[config.mk]
export PLATFORM = sky130hd
export DESIGN_NAME = noc_packetizer
export DESIGN_NICKNAME = d
export VERILOG_FILES = /design/src/rtl/noc_pkg.sv /design/src/rtl/noc_payload_buf.sv /design/src/rtl/noc_packetizer.sv
export SDC_FILE = /design/constraint.sdc
export NUM_CORES = 1
export LEC_CHECK = 0
export BUFFER_PORTS_ARGS = -buffer_cell sky130_fd_sc_hd__buf_2
export CAP_MARGIN = 15
export CORE_ASPECT_RATIO = 0.6
export CORE_MARGIN = 2
export CORE_UTILIZATION = 57
export DETAILED_ROUTE_END_ITERATION = 6
export HOLD_SLACK_MARGIN = 0.03
export MAX_ROUTING_LAYER = met4
export PLACE_DENSITY_LB_ADDON = 0.1
export SLEW_MARGIN = 20
export SYNTH_ARGS = -nofsm -noshare
export SYNTH_HDL_FRONTEND = slang
export SYNTH_SLANG_ARGS = --single-unit
[constraint.sdc]
create_clock -name clk -period 2.98 [get_ports clk]
set_input_delay 0.149 -clock clk [delete_from_list [all_inputs] [get_ports clk]]
set_output_delay 0.149 -clock clk [all_outputs]
set_load 0.02 [all_outputs]
[src/rtl/noc_pkg.sv]
// Shared header layout helpers and FSM state type for the NoC packetizer.
package noc_pkg;

   typedef enum logic [1:0] {
      StFill,
      StHeader,
      StPayload
   } noc_state_e;

   // Header fields, LSB first: dest_x, dest_y, src_x, src_y, len-1.
   localparam int unsigned HDR_DX_LSB = 0;

   function automatic int unsigned hdr_dy_lsb(input int unsigned xw);
      return xw;
   endfunction

   function automatic int unsigned hdr_sx_lsb(input int unsigned xw, input int unsigned yw);
      return xw + yw;
   endfunction

   function automatic int unsigned hdr_sy_lsb(input int unsigned xw, input int unsigned yw);
      return 2 * xw + yw;
   endfunction

   function automatic int unsigned hdr_len_lsb(input int unsigned xw, input int unsigned yw);
      return 2 * xw + 2 * yw;
   endfunction

   function automatic int unsigned hdr_total_w(input int unsigned xw, input int unsigned yw,
                                               input int unsigned lw);
      return 2 * xw + 2 * yw + lw;
   endfunction

   function automatic logic [63:0] place_field(input logic [31:0] v, input int unsigned w,
                                               input int unsigned lsb);
      logic [63:0] mask;
      mask = (64'd1 << w) - 64'd1;
      return (64'(v) & mask) << lsb;
   endfunction

   function automatic logic [63:0] pack_header(input logic [31:0] dx, input logic [31:0] dy,
                                               input logic [31:0] sx, input logic [31:0] sy,
                                               input logic [31:0] len_m1,
                                               input int unsigned xw, input int unsigned yw,
                                               input int unsigned lw);
      return place_field(dx, xw, HDR_DX_LSB)
           | place_field(dy, yw, hdr_dy_lsb(xw))
           | place_field(sx, xw, hdr_sx_lsb(xw, yw))
           | place_field(sy, yw, hdr_sy_lsb(xw, yw))
           | place_field(len_m1, lw, hdr_len_lsb(xw, yw));
   endfunction

   // Extract one field from a packed header.
   function automatic logic [31:0] unpack_field(input logic [63:0] hdr, input int unsigned lsb,
                                                input int unsigned w);
      logic [63:0] mask;
      mask = (64'd1 << w) - 64'd1;
      return 32'((hdr >> lsb) & mask);
   endfunction

endpackage

[src/rtl/noc_payload_buf.sv]
// Payload store: one write port, asynchronous read. Contents are not reset.
module noc_payload_buf #(
   parameter int unsigned Depth = 4,
   parameter int unsigned Width = 32,
   parameter int unsigned IdxW  = 2
) (
   input  logic             clk_i,
   input  logic             we_i,
   input  logic [IdxW-1:0]  waddr_i,
   input  logic [Width-1:0] wdata_i,
   input  logic [IdxW-1:0]  raddr_i,
   output logic [Width-1:0] rdata_o
);

   logic [Width-1:0] mem_q [Depth];

   // Data array write, no reset needed since entries are always written before read.
   always_ff @(posedge clk_i) begin
      if (we_i) begin
         mem_q[waddr_i] <= wdata_i;
      end
   end

   assign rdata_o = mem_q[raddr_i];

endmodule

[src/rtl/noc_packetizer.sv]
// Store-and-forward packetizer: buffers a stream chunk, then emits header + payload flits.
module noc_packetizer
   import noc_pkg::*;
#(
   parameter int unsigned DATA_WIDTH    = 32,
   parameter int unsigned MAX_ROUTERS_X = 4,
   parameter int unsigned MAX_ROUTERS_Y = 4,
   parameter int unsigned ROUTER_X      = 0,
   parameter int unsigned ROUTER_Y      = 0,
   parameter int unsigned MAX_PAYLOAD   = 4,
   localparam int unsigned X_W   = (MAX_ROUTERS_X > 1) ? $clog2(MAX_ROUTERS_X) : 1,
   localparam int unsigned Y_W   = (MAX_ROUTERS_Y > 1) ? $clog2(MAX_ROUTERS_Y) : 1,
   localparam int unsigned LEN_W = (MAX_PAYLOAD > 1) ? $clog2(MAX_PAYLOAD) : 1
) (
   input  logic                  clk,
   input  logic                  rst,
   input  logic [DATA_WIDTH-1:0] s_data,
   input  logic                  s_last,
   input  logic [X_W-1:0]        s_dest_x,
   input  logic [Y_W-1:0]        s_dest_y,
   input  logic                  s_valid,
   output logic                  s_ready,
   output logic [DATA_WIDTH-1:0] m_data,
   output logic                  m_header,
   output logic                  m_last,
   output logic                  m_valid,
   input  logic                  m_ready,
   output logic [15:0]           pkt_count
);

   if (hdr_total_w(X_W, Y_W, LEN_W) > DATA_WIDTH) begin : g_hdr_too_wide
      $error("noc_packetizer: header fields do not fit in DATA_WIDTH");
   end

   noc_state_e       state_q, state_d;
   logic [LEN_W-1:0] fill_cnt_q, fill_cnt_d;
   logic [LEN_W-1:0] drain_cnt_q, drain_cnt_d;
   logic [LEN_W-1:0] len_m1_q, len_m1_d;
   logic [X_W-1:0]   dest_x_q, dest_x_d;
   logic [Y_W-1:0]   dest_y_q, dest_y_d;
   logic             first_beat_q, first_beat_d;
   logic [15:0]      pkt_count_q, pkt_count_d;

   logic                  s_accept;
   logic                  m_accept;
   logic                  buf_we;
   logic [DATA_WIDTH-1:0] buf_rdata;

   noc_payload_buf #(
      .Depth (MAX_PAYLOAD),
      .Width (DATA_WIDTH),
      .IdxW  (LEN_W)
   ) u_buf (
      .clk_i   (clk),
      .we_i    (buf_we),
      .waddr_i (fill_cnt_q),
      .wdata_i (s_data),
      .raddr_i (drain_cnt_q),
      .rdata_o (buf_rdata)
   );

   assign s_ready  = (state_q == StFill) && !rst;
   assign s_accept = s_valid && s_ready;
   assign m_accept = m_valid && m_ready;

   // Next-state: fill the buffer, then hand out header and payload one flit per handshake.
   always_comb begin
      state_d      = state_q;
      fill_cnt_d   = fill_cnt_q;
      drain_cnt_d  = drain_cnt_q;
      len_m1_d     = len_m1_q;
      dest_x_d     = dest_x_q;
      dest_y_d     = dest_y_q;
      first_beat_d = first_beat_q;
      pkt_count_d  = pkt_count_q;
      buf_we       = 1'b0;
      unique case (state_q)
         StFill: begin
            if (s_accept) begin
               buf_we     = 1'b1;
               fill_cnt_d = fill_cnt_q + 1'b1;
               if (first_beat_q) begin
                  dest_x_d     = s_dest_x;
                  dest_y_d     = s_dest_y;
                  first_beat_d = 1'b0;
               end
               if (s_last || (fill_cnt_q == LEN_W'(MAX_PAYLOAD - 1))) begin
                  state_d    = StHeader;
                  len_m1_d   = fill_cnt_q;
                  fill_cnt_d = '0;
                  // A split without s_last keeps the latched dest for the next chunk.
                  if (s_last) begin
                     first_beat_d = 1'b1;
                  end
               end
            end
         end
         StHeader: begin
            if (m_ready) begin
               state_d     = StPayload;
               drain_cnt_d = '0;
            end
         end
         StPayload: begin
            if (m_ready) begin
               if (drain_cnt_q == len_m1_q) begin
                  state_d     = StFill;
                  fill_cnt_d  = '0;
                  pkt_count_d = pkt_count_q + 16'd1;
               end else begin
                  drain_cnt_d = drain_cnt_q + 1'b1;
               end
            end
         end
         default: state_d = StFill;
      endcase
   end

   // Output flit, driven only from registered state so it is stable while stalled.
   always_comb begin
      m_valid  = 1'b0;
      m_header = 1'b0;
      m_last   = 1'b0;
      m_data   = '0;
      unique case (state_q)
         StHeader: begin
            m_valid  = 1'b1;
            m_header = 1'b1;
            m_data   = DATA_WIDTH'(pack_header(32'(dest_x_q), 32'(dest_y_q), 32'(ROUTER_X),
                                               32'(ROUTER_Y), 32'(len_m1_q), X_W, Y_W, LEN_W));
         end
         StPayload: begin
            m_valid = 1'b1;
            m_last  = (drain_cnt_q == len_m1_q);
            m_data  = buf_rdata;
         end
         default: ;
      endcase
   end

   // Control state register.
   always_ff @(posedge clk or posedge rst) begin
      if (rst) begin
         state_q      <= StFill;
         fill_cnt_q   <= '0;
         drain_cnt_q  <= '0;
         len_m1_q     <= '0;
         dest_x_q     <= '0;
         dest_y_q     <= '0;
         first_beat_q <= 1'b1;
         pkt_count_q  <= '0;
      end else begin
         state_q      <= state_d;
         fill_cnt_q   <= fill_cnt_d;
         drain_cnt_q  <= drain_cnt_d;
         len_m1_q     <= len_m1_d;
         dest_x_q     <= dest_x_d;
         dest_y_q     <= dest_y_d;
         first_beat_q <= first_beat_d;
         pkt_count_q  <= pkt_count_d;
      end
   end

   assign pkt_count = pkt_count_q;

endmodule
==> impl_metrics.prom <==
# TYPE chip_impl_metric gauge
chip_impl_metric{name="synth_area_per_cell",unit="um2"} 18.5
chip_impl_metric{name="max-slew-margin-rel",unit="%"} 44.7
chip_impl_metric{name="htree_levels",unit=""} 4
chip_impl_metric{name="cp_max_fo",unit=""} 26
chip_impl_info{name="worstSetupStartpointType",value="register"} 1
chip_impl_info{name="hold_path.class",value="in -> reg"} 1
chip_impl_metric{name="yosys_warnings",unit=""} 0
chip_impl_metric{name="max_freq",unit="MHz"} 373
chip_impl_metric{name="final_nets",unit=""} 548
chip_impl_metric{name="first_pass_grt_wire_length",unit="um"} 19600
chip_impl_metric{name="drive_above_1_share",unit="%"} 37.8
chip_impl_metric{name="ff_latch_count_synth",unit=""} 157
chip_impl_metric{name="via_per_inst",unit=""} 5.60
chip_impl_metric{name="start_util",unit="%"} 57.9
chip_impl_metric{name="timing.critical_path.required",unit="ps"} 2830
chip_impl_metric{name="std_cell_rows",unit=""} 30
chip_impl_metric{name="post_synth_instance_area",unit="um2"} 6500
chip_impl_metric{name="firstDrtPassIters",unit=""} 5
chip_impl_metric{name="setup_tns",unit="ps"} 0
chip_impl_metric{name="maxCapViolCount",unit=""} 0
chip_impl_metric{name="final-hold-violation-count",unit=""} 0
chip_impl_metric{name="yosysUniqueCellTypes",unit=""} 45
chip_impl_info{name="root_buffer_cell",value="sky130_fd_sc_hd__clkbuf_16"} 1
chip_impl_metric{name="maxSlewViolCount",unit=""} 0
chip_impl_metric{name="cts-root-to-sink-buffers",unit=""} 2
chip_impl_metric{name="grt_max_degree",unit=""} 33
chip_impl_metric{name="cp.arrival",unit="ps"} 2530
chip_impl_metric{name="layout.filler_cells",unit=""} 720
chip_impl_metric{name="place_hpwl",unit="um"} 7870
chip_impl_metric{name="gp_congestion",unit=""} 0.794
chip_impl_metric{name="port_buffers",unit=""} 92
chip_impl_metric{name="placed_cells",unit=""} 585
chip_impl_metric{name="instances_no_fill",unit=""} 655
chip_impl_metric{name="critical-path-max-stage-delay",unit="ps"} 910
chip_impl_metric{name="wl_per_cell",unit="um"} 18.9
chip_impl_metric{name="vias",unit=""} 3665
chip_impl_metric{name="cts_inserted_buffers",unit=""} 17
chip_impl_info{name="critPathCaptureType",value="output port"} 1
chip_impl_metric{name="clkTransAtPathRegs",unit="ps"} 60
chip_impl_metric{name="grt_usage",unit="%"} 22.5
chip_impl_info{name="most_frequent_cells_in_the_layout",value="128 x sky130_fd_sc_hd__edfxtp_1, 92 x sky130_fd_sc_hd__buf_2, 38 x sky130_fd_sc_hd__dlygate4sd3_1"} 1
chip_impl_metric{name="tritoncts_num_sinks",unit=""} 157
chip_impl_metric{name="synth_seq_area_share",unit="%"} 70.3
chip_impl_metric{name="mappedNetlistNets",unit=""} 402
chip_impl_metric{name="die_height",unit="um"} 86.7
chip_impl_metric{name="power_density",unit="nW/um2"} 801
chip_impl_info{name="type_of_the_worst_setup_path",value="reg -> out"} 1
chip_impl_metric{name="antenna_cells_inserted",unit=""} 0
chip_impl_metric{name="grt_overflow",unit=""} 0
chip_impl_metric{name="vias_in_the_first_global_route",unit=""} 3664
chip_impl_metric{name="worst_pin_slew",unit="ps"} 829
chip_impl_metric{name="clock_insertion_delay_worst_skew",unit="ps"} 410
chip_impl_metric{name="final_antenna_net_count",unit=""} 0
chip_impl_metric{name="report.final.setup_viol",unit=""} 0
chip_impl_info{name="crit_chain",value="buf_4 > mux4_2 > and2_1 > buf_2"} 1
chip_impl_metric{name="final_period_minus_worst_setup_slack",unit="ps"} 2680
chip_impl_metric{name="number_of_remaining_drc_errors",unit=""} 0
chip_impl_metric{name="fin_worst_skew",unit="ps"} 6.88
chip_impl_metric{name="post-route-period-util",unit="%"} 89.9
chip_impl_metric{name="area_growth_syn_to_layout",unit="%"} 23.8
chip_impl_metric{name="floorplan.die_area",unit="um2"} 12300
chip_impl_info{name="grt_setup_unrepaired",value="no"} 1
chip_impl_info{name="cts_tree",value="done"} 1
chip_impl_metric{name="static-leakage-power",unit="nW"} 3.10
chip_impl_metric{name="postSynthCellCount",unit=""} 352
chip_impl_info{name="critPathSlowestCell",value="sky130_fd_sc_hd__dfrtp_2"} 1
chip_impl_metric{name="dr.first_iter.drc_count",unit=""} 273
chip_impl_metric{name="irDropWorstVdd",unit="mV"} 0.561
chip_impl_metric{name="core_area",unit="um2"} 11200
chip_impl_metric{name="grt_antenna_before_repair",unit=""} 0
chip_impl_metric{name="totalWireLength",unit="um"} 12400
chip_impl_metric{name="sequential_cell_area",unit="um2"} 4570
chip_impl_info{name="status",value="finished clean"} 1
chip_impl_metric{name="top_level_ports",unit=""} 93
chip_impl_metric{name="die_width",unit="um"} 142
chip_impl_info{name="layout_commonest_cell",value="sky130_fd_sc_hd__edfxtp_1"} 1
chip_impl_metric{name="total_area_of_multi_input_combinational_cells",unit="um2"} 1780
chip_impl_metric{name="number_of_gates_given_a_new_drive_strength_after_cts",unit=""} 0
-- power by group --
group	internal [mW]	total, mW	switching, mW
registers	2.60	2.84	0.235
clock network	1.07	1.96	0.888
logic	0.783	1.64	0.862
total	4.46	6.45	1.99
-- Yosys cell counts --
cell                       instances  share of area [%]
sky130_fd_sc_hd__and3_4            1               0.17
sky130_fd_sc_hd__xnor2_2           1               0.25
sky130_fd_sc_hd__a211oi_2          1               0.19
sky130_fd_sc_hd__a21oi_1           2               0.15
sky130_fd_sc_hd__nand4_2           1               0.19
sky130_fd_sc_hd__xnor2_1           8                1.1
sky130_fd_sc_hd__xnor2_4           1               0.42
sky130_fd_sc_hd__nor3_1            2               0.15
sky130_fd_sc_hd__mux2_2            7                1.2
sky130_fd_sc_hd__xor2_1            7               0.94
sky130_fd_sc_hd__o22ai_1           2               0.19
sky130_fd_sc_hd__nand2_2           1              0.096
sky130_fd_sc_hd__and3b_1           1               0.13
sky130_fd_sc_hd__buf_1             1              0.058
sky130_fd_sc_hd__and2_1           32                3.1
sky130_fd_sc_hd__a31o_2            1               0.13
sky130_fd_sc_hd__buf_6             3               0.52
sky130_fd_sc_hd__nand2_1           9               0.52
sky130_fd_sc_hd__dfrtp_1          28                 11
sky130_fd_sc_hd__clkbuf_2          1              0.077
sky130_fd_sc_hd__and3_1            3               0.29
sky130_fd_sc_hd__o21ai_0           2               0.15
sky130_fd_sc_hd__a22o_1            8                1.1
sky130_fd_sc_hd__o221ai_1          1               0.13
sky130_fd_sc_hd__and4_1            2               0.27
sky130_fd_sc_hd__o31a_1            1               0.13
sky130_fd_sc_hd__a21boi_0          1               0.12
sky130_fd_sc_hd__nor4_2            1               0.19
sky130_fd_sc_hd__a22oi_1           1               0.12
sky130_fd_sc_hd__inv_1             9               0.52
sky130_fd_sc_hd__mux4_2           31                 11
sky130_fd_sc_hd__nor2_1           11               0.64
sky130_fd_sc_hd__mux2_4            2               0.46
sky130_fd_sc_hd__edfxtp_1        128                 59
sky130_fd_sc_hd__nand3_1           7               0.54
sky130_fd_sc_hd__mux4_1            1               0.40
sky130_fd_sc_hd__buf_2             3               0.23
sky130_fd_sc_hd__clkbuf_1          5               0.29
sky130_fd_sc_hd__nand3b_1          1               0.12
sky130_fd_sc_hd__nor3_2            3               0.46
sky130_fd_sc_hd__nor2b_1           2               0.19
sky130_fd_sc_hd__ha_1              9                1.7
sky130_fd_sc_hd__buf_12            2               0.62
sky130_fd_sc_hd__dfstp_2           1               0.40
sky130_fd_sc_hd__nand4_1           7               0.67
-- worst paths after layout --
path | start | to | slack, ps | cells past startpoint
worst min-delay path | m_ready | state_q[1]$_DFFE_PP0P_ | 140 | 3
worst max register to register | state_q[0]$_DFFE_PP0P_ | u_buf.mem_q[2][27]$_DFFE_PP_ | 770 | 5
worst max-delay path | drain_cnt_q[0]$_DFFE_PP0P_ | m_data[24] | 300 | 4
min in group asynchronous | rst | pkt_count[3]$_DFFE_PP0P_ | 420 | 4
max in group asynchronous | rst | first_beat_q$_DFFE_PP1P_ | 2240 | 4
worst min register to register | first_beat_q$_DFFE_PP1P_ | first_beat_q$_DFFE_PP1P_ | 460 | 2
-- through the flow --
| stage | utilization (%) | total power [mW] | worst slack (ps) | hold slack, ps | area [um2] |
|---|---|---|---|---|---|
| 2_1_floorplan | - | 4.05 | 709 | 232 | 6500 |
| 3_3_place_gp | 63.5 | 4.45 | 719 | 299 | 7120 |
| 3_5_place_dp | 63.5 | 4.50 | 687 | 297 | 7120 |
| 4_1_cts | 71.7 | 6.49 | 247 | 118 | 8050 |
| 5_1_grt | 71.7 | 6.75 | 134 | 142 | 8050 |
| 6_report | 71.7 | 6.45 | 301 | 142 | 8050 |
-- final cells by class --
| class | count | area share (%) |
|---|---|---|
| Timing Repair Buffer | 142 | 11.6 |
| Clock inverter | 15 | 1.46 |
| Inverter | 9 | 0.420 |
| Tap cell | 144 | 2.24 |
| Clock buffer | 17 | 5.29 |
| Multi-Input combinational cell | 171 | 22.2 |
| Sequential cell | 157 | 56.8 |
-- per-layer routing --
metal  up-vias  GRT usage [%]  routed length (um)  part of all wire, %
li1       1672              -                   -                    -
met1      1858           31.9                5880                   48
met2       123           32.8                5600                   45
met3        12           5.36                 766                  6.2
met4         0           7.18                 112                 0.91
met5         -              -                   0                    0
-- cell families after synthesis --
| logic type | after synthesis | share of synthesized area, % |
|---|---|---|
| AOI/OAI and AO/OA | 20 | 2.41 |
| xor gates and xnor gates | 17 | 2.70 |
| adders and majority gates | 9 | 1.73 |
| buffers and inverters | 24 | 2.31 |
| DFF | 157 | 70.3 |
| muxes | 41 | 12.8 |
| and+or+nand+nor | 84 | 7.72 |
-- critical path, delay by kind of cell (launching register included) --
kind,cells,cell delay [ps]
mux,1,520
buf+inv,2,490
simple gates,1,180
flops,1,910
-- registers in the layout, summed over array words and instances, names as in the netlist --
register / flops
u_buf.mem_q: 128
pkt_count: 16
dest_x_q: 2
dest_y_q: 2
drain_cnt_q: 2
fill_cnt_q: 2
len_m1_q: 2
state_q: 2
first_beat_q: 1
-- what timing repair did --
action	in CTS	in global routing
setup buffers	0	0
setup endpoints to repair	0	0
hold endpoints to repair	161	0
hold buffers	38	0
Note: power is estimated with default switching activity, not from simulation.
